===== config.mk =====
export PLATFORM = sky130hd
export DESIGN_NAME = fir_stream_ctrl
export DESIGN_NICKNAME = d
export VERILOG_FILES = /design/src/rtl/fir_stream_ctrl.sv
export SDC_FILE = /design/constraint.sdc
export NUM_CORES = 1
export LEC_CHECK = 0
export CAP_MARGIN = 20
export CORE_AREA = 2 2 81 83
export CTS_CLUSTER_DIAMETER = 120
export DETAILED_ROUTE_END_ITERATION = 12
export DIE_AREA = 0 0 83 85
export GPL_TIMING_DRIVEN = 0
export PLACE_DENSITY = 0.69
export SKIP_CTS_REPAIR_TIMING = 1
export SYNTH_ARGS = -nofsm -noshare
export SYNTH_HDL_FRONTEND = slang
export SYNTH_SLANG_ARGS = --single-unit
export TNS_END_PERCENT = 100

===== constraint.sdc =====
create_clock -name clk -period 4.2 [get_ports clk]
set_input_delay 0.42 -clock clk [delete_from_list [all_inputs] [get_ports clk]]
set_output_delay 0.42 -clock clk [all_outputs]
set_load 0.1 [all_outputs]

===== src/rtl/fir_stream_ctrl.sv =====
// Stream sequencer for the 17-tap FIR: primes the delay line, watches for input gaps
// and decimates the filtered stream into a registered output with a valid strobe.
module fir_stream_ctrl #(
    parameter int WIDTH   = 16,
    parameter int TAPS    = 17,
    parameter int FIR_LAT = 3,
    parameter int DECIM_W = 8
) (
    input  logic                      clk,
    input  logic                      rst,
    input  logic                      en_i,
    input  logic [DECIM_W-1:0]        decim_i,
    input  logic                      in_valid_i,
    input  logic signed [WIDTH-1:0]   in_data_i,
    input  logic                      err_clr_i,
    output logic signed [WIDTH-1:0]   fir_data_o,
    output logic                      fir_start_o,
    input  logic signed [WIDTH-1:0]   fir_data_i,
    output logic                      out_valid_o,
    output logic signed [WIDTH-1:0]   out_data_o,
    output logic                      busy_o,
    output logic                      gap_err_o,
    output logic [1:0]                state_o
);

    localparam int PCNT_W = $clog2(TAPS + FIR_LAT);
    // Last prime count before the FIR result covers only valid samples.
    localparam logic [PCNT_W-1:0] PRIME_LAST = PCNT_W'(TAPS - 2 + FIR_LAT);

    typedef enum logic [1:0] {
        IDLE  = 2'd0,
        PRIME = 2'd1,
        RUN   = 2'd2
    } state_t;

    state_t              state, state_nxt;
    logic [PCNT_W-1:0]   prime_cnt, prime_cnt_nxt;
    logic [DECIM_W-1:0]  dec_cnt, dec_cnt_nxt;
    logic [DECIM_W-1:0]  decim_q, decim_nxt;
    logic                capture;
    logic                gap_set;
    logic                gap_err;
    logic                vld_p1;
    logic signed [WIDTH-1:0] data_p1;

    assign fir_start_o = (state != IDLE);
    assign fir_data_o  = (state != IDLE && in_valid_i) ? in_data_i : '0;
    assign busy_o      = (state != IDLE);
    assign state_o     = state;
    assign gap_err_o   = gap_err;
    assign out_valid_o = vld_p1;
    assign out_data_o  = data_p1;

    always_comb begin
        state_nxt     = state;
        prime_cnt_nxt = prime_cnt;
        dec_cnt_nxt   = dec_cnt;
        decim_nxt     = decim_q;
        capture       = 1'b0;
        gap_set       = 1'b0;
        case (state)
            IDLE: begin
                if (en_i) begin
                    state_nxt     = PRIME;
                    prime_cnt_nxt = '0;
                    decim_nxt     = (decim_i == '0) ? DECIM_W'(1) : decim_i;
                end
            end
            PRIME: begin
                if (!en_i) begin
                    state_nxt = IDLE;
                end else if (!in_valid_i) begin
                    prime_cnt_nxt = '0;
                end else if (prime_cnt == PRIME_LAST) begin
                    state_nxt   = RUN;
                    dec_cnt_nxt = '0;
                end else begin
                    prime_cnt_nxt = prime_cnt + PCNT_W'(1);
                end
            end
            RUN: begin
                // The current result is clean even when this cycle's input is missing.
                capture     = (dec_cnt == '0);
                dec_cnt_nxt = (dec_cnt == decim_q - DECIM_W'(1)) ? '0 : dec_cnt + DECIM_W'(1);
                gap_set     = !in_valid_i;
                if (!en_i) begin
                    state_nxt = IDLE;
                end else if (!in_valid_i) begin
                    state_nxt     = PRIME;
                    prime_cnt_nxt = '0;
                end
            end
            default: state_nxt = IDLE;
        endcase
    end

    always_ff @(posedge clk) begin
        if (rst) begin
            state     <= IDLE;
            prime_cnt <= '0;
            dec_cnt   <= '0;
            decim_q   <= '0;
            gap_err   <= 1'b0;
        end else begin
            state     <= state_nxt;
            prime_cnt <= prime_cnt_nxt;
            dec_cnt   <= dec_cnt_nxt;
            decim_q   <= decim_nxt;
            if (gap_set)
                gap_err <= 1'b1;
            else if (err_clr_i)
                gap_err <= 1'b0;
        end
    end

    // Output stage: capture of the FIR result presented one cycle later.
    always_ff @(posedge clk) begin
        if (rst) begin
            vld_p1  <= 1'b0;
            data_p1 <= '0;
        end else begin
            vld_p1 <= capture;
            if (capture)
                data_p1 <= fir_data_i;
        end
    end

endmodule


== Word level (Yosys, flattened, before mapping) ==
Index checks and enable logic that the tools add are counted.

* Reductions and logical operators: 13
* Eq/ne operators: 14
* $add $sub $neg: 3
* Multiplexer cells: 25

{| class="wikitable"
|+ Operators by type and width
! kind !! count
|-
| $mux W8 || 5
|-
| $mux W5 || 6
|-
| $logic_not A8 Y1 || 2
|-
| $mux W16 || 1
|-
| $pmux W8 S2 || 1
|-
| $pmux W5 S3 || 1
|-
| $mux W2 || 6
|-
| $ne A2 B2 Y1 const B || 6
|-
| $ne A3 B3 Y1 const B || 4
|-
| $add A8 B1 Y8 const B || 1
|-
| $eq A8 B8 Y1 || 1
|-
| $reduce_and A4 Y1 || 2
|-
| $sub A8 B1 Y8 const B || 1
|-
| $pmux W2 S3 || 1
|-
| $reduce_and A6 Y1 || 1
|-
| $reduce_bool A2 Y1 || 3
|-
| $add A5 B1 Y5 const B || 1
|-
| $eq A5 B5 Y1 const B || 1
|-
| $mux W1 || 4
|-
| $reduce_bool A3 Y1 || 1
|-
| $eq A2 B1 Y1 const B || 1
|-
| $eq A2 B2 Y1 const B || 1
|-
| $logic_not A2 Y1 || 1
|-
| $reduce_and A2 Y1 || 1
|-
| other kinds (2) || 2
|}

* Register bits after elaboration: 41
* Bits of input ports: 45
* Output and inout bits: 38
* Word-level logic and storage cells: 62

== Depth between registers and ports, before layout ==
Gate-level depths: netlist (run 1).

* Depth in word-level cells: 5
* Mapped depth: 9
* Mapped depth without buffers: 7

== Worst setup path before layout (run 1) ==
Ideal clock, no wire load.

* Path type: reg-to-output
* Start point: register state[1] (netlist: state_o[1])
* End point: output fir_data_o[10]
* Path buffers: 2
* Arrival time: 3.377 ns
* Data required time: 3.780 ns
* Path slack: 0.403 ns
* Stages on the path, launching flop included: 5
* Path through: dfxtp_1 > or2_1 > clkbuf_1 > clkbuf_1 > and3_1

* Cells in the longest elaborated chain, start to end: 3

{| class="wikitable"
|+ Ends and longest elaborated chain
! what !! RTL line !! source
|-
| start: declaration || 36 || <nowiki>state_t state, state_nxt;</nowiki>
|-
| start signal: assignment || 105 || <nowiki>state <= state_nxt;</nowiki>
|-
| $reduce_bool A2 Y1 || -- ||
|-
| net busy_o || 21 || <nowiki>output logic busy_o,</nowiki>
|-
| $logic_and A1 B1 Y1 || 47 || <nowiki>assign fir_data_o = (state != IDLE && in_valid_i) ? in_data_i : '0;</nowiki>
|-
| $mux W16 || 47 ||
|-
| end: declaration || 16 || <nowiki>output logic signed [WIDTH-1:0] fir_data_o,</nowiki>
|}

The timed path passes the listed nets, and every way through them passes these cells.

== Final worst setup path (run 1) ==
* Start point: input in_valid_i
* End point: output fir_data_o[12]

* Cells in the longest elaborated chain, start to end: 2

{| class="wikitable"
|+ Ends and longest elaborated chain
! what !! RTL line !! source
|-
| start: declaration || 13 || <nowiki>input logic in_valid_i,</nowiki>
|-
| $logic_and A1 B1 Y1 || 47 ||
|-
| $mux W16 || 47 ||
|}

Every way passes these cells.

==> results of run 1 <==
## critical path, stage by stage
cell and delay, ns:
clkdlybuf4s50_1 0.54, clkbuf_1 0.35, clkbuf_1 0.30, and3_1 0.20, clkdlybuf4s50_1 1.14
## kinds of logic after synthesis
family	Yosys count	synth area share [%]
buf+inv	22	4.24
compound gates	24	8.89
mux	23	11.0
xor+xnor	17	7.10
flops	41	39.1
fa+ha+maj	5	2.98
simple gates	109	26.7
## per-layer routing
| layer | GRT usage [%] | share of wire [%] | vias to the layer above |
|---|---|---|---|
| met3 | 3.31 | 4.9 | 9 |
| met2 | 26.3 | 50 | 46 |
| met5 | 0 | 0 | - |
| met4 | 5.66 | 1.3 | 0 |
| li1 | - | - | 1020 |
| met1 | 18.9 | 44 | 914 |
## worst max-delay path by stage
stage          startpoint              to  slack, ns  cells past startpoint
5_1_grt        in_valid_i  fir_data_o[14]       0.67                      5
3_5_place_dp   in_valid_i  fir_data_o[12]       0.83                      5
3_3_place_gp   in_valid_i  fir_data_o[12]       0.86                      5
2_1_floorplan  state_o[1]  fir_data_o[10]       0.40                      4
4_1_cts        in_valid_i  fir_data_o[12]       0.82                      5
6_report       in_valid_i  fir_data_o[12]       0.81                      5
## cell usage after synthesis (3+ instances only)
| master | count |
|---|---|
| inv_1 | 8 |
| dfxtp_1 | 41 |
| clkbuf_1 | 11 |
| xnor2_1 | 10 |
| a21oi_1 | 5 |
| nor2_1 | 47 |
| nor3_1 | 5 |
| nand4_1 | 7 |
| o21ai_0 | 3 |
| nand3_1 | 5 |
| nand2_1 | 8 |
| ha_1 | 5 |
| mux2i_1 | 23 |
| xor2_1 | 7 |
| and3_1 | 19 |
| a211oi_1 | 3 |
## registers in the layout, summed over array words and instances, names as in the netlist
register / cells
gap_err_o: 1
decim_q: 8
state_o: 2
out_valid_o: 1
prime_cnt: 5
dec_cnt: 8
out_data_o: 16
## stage by stage
| step | instance area (um2) | hold WS [ns] |
|---|---|---|
| after floorplan | 2100 | 0.481 |
| after global placement | 3010 | 0.467 |
| after detailed placement | 3010 | 0.474 |
| after CTS | 3130 | 0.495 |
| after global routing | 3130 | 0.530 |
| final | 3130 | 0.489 |
## where the power goes
group          switching [mW]  total [mW]  internal [mW]
clock                   0.145       0.323          0.178
combinational          0.0876       0.160         0.0725
sequential            0.00884       0.403          0.394
total                   0.241       0.886          0.645
## area by class of cell
| type | instances | area [um2] |
|---|---|---|
| Fill cell | 573 | 3080 |
| Multi-Input combinational cell | 178 | 1190 |
| Sequential cell | 41 | 821 |
| Timing Repair Buffer | 82 | 821 |
| Tap cell | 77 | 96.3 |
| Clock buffer | 5 | 68.8 |
| Buffer | 14 | 58.8 |
| Clock inverter | 3 | 46.3 |
| Inverter | 8 | 30.0 |
==> results.sh, run 1 <==
export IMPL_tns_ns=0
export IMPL_hpwl_um=4000
export IMPL_first_global_vias=1904
export IMPL_worst_setup_path_type="input port to primary output"
export IMPL_firstDrtPassIters=4
export IMPL_synth_nets=291
export IMPL_rsz0062_at_grt="no"
export IMPL_rows=29
export IMPL_tightest_slew_ns=0.991
export IMPL_io_pins=83
export IMPL_synth_top_area_share_pct=39.1
export IMPL_crit_required_ns=3.78
export IMPL_start_kind="input port"
export IMPL_status="completed"
export IMPL_initial_core_util_pct=33.8
export IMPL_syn_inst=241
export IMPL_die_area_um2=7060
export IMPL_synth_flop_cell="dfxtp_1"
export IMPL_wl_per_cell_um=12.9
export IMPL_worst_slack_ns=0.813
export IMPL_clk_pin_slew_ns=0.08
export IMPL_finalMaxSlewViolations=0
export IMPL_fin_crit_sh_pct=80.6
export IMPL_max_freq_ghz=0.295
export IMPL_layout_drive_gt1_share_pct=4.53
export IMPL_via_per_inst=4.88
export IMPL_avgSynthCellArea_um2=8.70
export IMPL_vdd_drop_max_mv=0.167
export IMPL_synth_top_area_cell="dfxtp_1"
export IMPL_ff2ff_path_depth=7
export IMPL_die_w_um=83
export IMPL_grt_total_usage_pct=15.3
export IMPL_clk_latency_ns=0.29
export IMPL_via_count=1989
export IMPL_async_flop_share_pct=0
export IMPL_final_cell_mix="clkdlybuf4s50_1, nor2_1, dfxtp_1"
export IMPL_hold_depth=2
export IMPL_fin_worst_skew_ns=0.00279
export IMPL_cts_max_level=2
export IMPL_syn_to_final_growth_pct=49.2
export IMPL_finalSetupViolations=0
export IMPL_cp_max_fo=10
export IMPL_synth_area_leaders="dfxtp_1, mux2i_1, nor2_1"
export IMPL_yosysWarnings=0
export IMPL_final_core_util_pct=50.4
export IMPL_cts_sink_count=41
export IMPL_insertedDiodeCount=0
export IMPL_clockBufferDepth=2
export IMPL_clockRootBuffer="clkbuf_8"
export IMPL_cts_made_buffers=5
export IMPL_syn_cell_area_um2=2100
export IMPL_relSlewSlack_pct=33.8
export IMPL_die_y_um=85
export IMPL_core_area_um2=6200
export IMPL_min_period_ns=3.39
export IMPL_grt_overflow=0
export IMPL_hp_class="flop to flop"
export IMPL_power_density_nw_per_um2=283
export IMPL_synth_cell_types=42
export IMPL_hold_viol=0
export IMPL_drc_errors=0
export IMPL_grt_pass1_wl_um=8920
export IMPL_antenna_found_initial=0
export IMPL_ant_nets=0
export IMPL_place_congestion=0.872
export IMPL_endpoint_kind="primary output"
export IMPL_drtIter0Drc=96
export IMPL_rr_startpoint="decim_q[0]"
export IMPL_synth_edf_count=0
export IMPL_hp_start="gap_err_o"
export IMPL_r2r_setup_slack_ns=2.01
export IMPL_arrival_ns=2.97
export IMPL_dpl_cell_count=400
export IMPL_final_cells=408
export IMPL_totalWireLength_um=5280
export IMPL_numPortBuffers=82
export IMPL_grt_max_degree=15
export IMPL_maxCapViolCount=0
export IMPL_tritoncts="done"
export IMPL_leakagePower_nw=1.33
export IMPL_r2r_end="dec_cnt[2]"
export IMPL_place_ws_ns=0.828
export IMPL_ys_seq_area_share_pct=39.1
export IMPL_num_nets_final=380
export IMPL_layout_commonest_cell="clkdlybuf4s50_1"
export IMPL_min_to="gap_err_o"
export IMPL_ys_ff_latch=41
export IMPL_power_mw=0.886
Note: power is estimated with default switching activity, not from simulation.
==> run 2: changes to the inputs <==
--- a/config.mk
+++ b/config.mk
@@ -11,7 +11,7 @@
 export DETAILED_ROUTE_END_ITERATION = 12
 export DIE_AREA = 0 0 83 85
 export GPL_TIMING_DRIVEN = 0
-export PLACE_DENSITY = 0.69
+export PLACE_DENSITY = 0.72
 export SKIP_CTS_REPAIR_TIMING = 1
 export SYNTH_ARGS = -nofsm -noshare
 export SYNTH_HDL_FRONTEND = slang
==> constraint.sdc (replaced) <==
create_clock -name clk -period 3.1 [get_ports clk]
set_input_delay 0.31 -clock clk [delete_from_list [all_inputs] [get_ports clk]]
set_output_delay 0.31 -clock clk [all_outputs]
set_load 0.1 [all_outputs]
==> results.sh, run 2 (synthesized netlist as in run 1, its figures left out) <==
export IMPL_initial_core_util_pct=33.8
export IMPL_cts_made_buffers=5
export IMPL_wl_per_cell_um=13.1
export IMPL_die_y_um=85
export IMPL_crit_required_ns=2.79
export IMPL_final_core_util_pct=50.7
export IMPL_switchingPower_mw=0.335
export IMPL_arrival_ns=2.57
export IMPL_die_w_um=83
export IMPL_hold_depth=2
export IMPL_finalMaxSlewViolations=0
export IMPL_endpoint_kind="primary output"
export IMPL_relSlewSlack_pct=33.8
export IMPL_io_pins=83
export IMPL_min_period_ns=2.88
export IMPL_ant_nets=0
export IMPL_maxCapViolCount=0
export IMPL_intPower_mw=0.793
export IMPL_regArea_um2=821
export IMPL_worst_hold_slack_ns=0.500
export IMPL_multiInputGateArea_um2=1200
export IMPL_swShare_pct=29.7
export IMPL_final_cells=408
export IMPL_grt_total_usage_pct=15.4
export IMPL_insertedDiodeCount=0
export IMPL_rows=29
export IMPL_clk_latency_ns=0.31
export IMPL_hpwl_um=4020
export IMPL_fin_area_um2=3150
export IMPL_grt_pass1_wl_um=8910
export IMPL_leakagePower_nw=1.52
export IMPL_layout_commonest_cell="clkdlybuf4s50_1"
export IMPL_seq_power_share_pct=48.5
export IMPL_worst_setup_path_type="flop to primary output"
export IMPL_status="completed"
export IMPL_clockBufferDepth=2
export IMPL_n_fill_cell=578
export IMPL_tns_ns=0
export IMPL_syn_to_final_growth_pct=50.1
export IMPL_drc_errors=0
export IMPL_max_freq_ghz=0.347
export IMPL_grt_max_degree=15
export IMPL_fin_crit_sh_pct=92.9
export IMPL_via_per_inst=4.98
export IMPL_final_cell_mix="clkdlybuf4s50_1, nor2_1, dfxtp_1"
export IMPL_hold_viol=0
export IMPL_tightest_slew_ns=0.990
export IMPL_rsz0062_at_grt="no"
export IMPL_comb_power_share_pct=19.3
export IMPL_layout_drive_gt1_share_pct=7.55
export IMPL_clockRootBuffer="clkbuf_8"
export IMPL_via_count=2031
export IMPL_tritoncts="done"
export IMPL_largest_reg_flops=16
export IMPL_firstDrtPassIters=4
export IMPL_totalWireLength_um=5360
export IMPL_cp_max_fo=9
export IMPL_num_nets_final=380
export IMPL_vdd_drop_max_mv=0.257
export IMPL_pwr_share_clk_pct=32.2
export IMPL_numPortBuffers=82
export IMPL_die_area_um2=7060
export IMPL_core_area_um2=6200
export IMPL_finalSetupViolations=0
export IMPL_clk_pin_slew_ns=0.09
export IMPL_place_congestion=0.869
export IMPL_antenna_found_initial=0
export IMPL_grt_overflow=0
export IMPL_postPlaceCellArea_um2=3030
export IMPL_cts_max_level=2
export IMPL_fin_worst_skew_ns=0.00808
export IMPL_dpl_cell_count=400
export IMPL_first_global_vias=1926
export IMPL_drtIter0Drc=80
export IMPL_cts_sink_count=41
export IMPL_start_kind="flop"
export IMPL_hp_class="flop to flop"
export IMPL_ff2ff_path_depth=7
export IMPL_power_mw=1.13
export IMPL_power_density_nw_per_um2=358
export IMPL_worst_slack_ns=0.220
export IMPL_place_ws_ns=-0.0698
==> run 2: worst paths after layout <==
| kind | from | to | slack (ns) |
|---|---|---|---|
| setup / recovery | state_o[1] | fir_data_o[3] | 0.22 |
| hold / removal | gap_err_o | gap_err_o | 0.50 |
| setup reg to reg | decim_q[0] | dec_cnt[2] | 0.82 |
| hold reg to reg | gap_err_o | gap_err_o | 0.50 |
==> run 2: cell type report <==
| type | instances | area share, % |
|---|---|---|
| Clock buffer | 5 | 2.19 |
| Buffer | 14 | 1.91 |
| Sequential cell | 41 | 26.1 |
| Tap cell | 77 | 3.06 |
| Clock inverter | 3 | 0.676 |
| Multi-Input combinational cell | 178 | 38.1 |
| Inverter | 8 | 0.954 |
| Timing Repair Buffer | 82 | 27.0 |
==> run 2: worst max-delay path: stages, from the launching register on <==
cell and delay [ns]:
dfxtp_1 0.49, or2_1 0.14, clkbuf_1 0.28, and3_1 0.21, clkdlybuf4s50_1 1.14
==> run 2: power by group through the flow <==
stage                     Combinational [mW]  Clock (mW)  Sequential [mW]
after floorplan                        0.126           0            0.560
after global placement                 0.216           0            0.559
after detailed placement               0.219           0            0.559
after CTS                              0.220       0.377            0.547
after global routing                   0.233       0.397            0.549
final                                  0.218       0.364            0.547
==> run 2: routing by layer <==
layer,wire (um),global-route usage [%]
met5,0,0
met4,131,7.00
met3,266,4.18
met2,2520,25.3
met1,2440,19.0
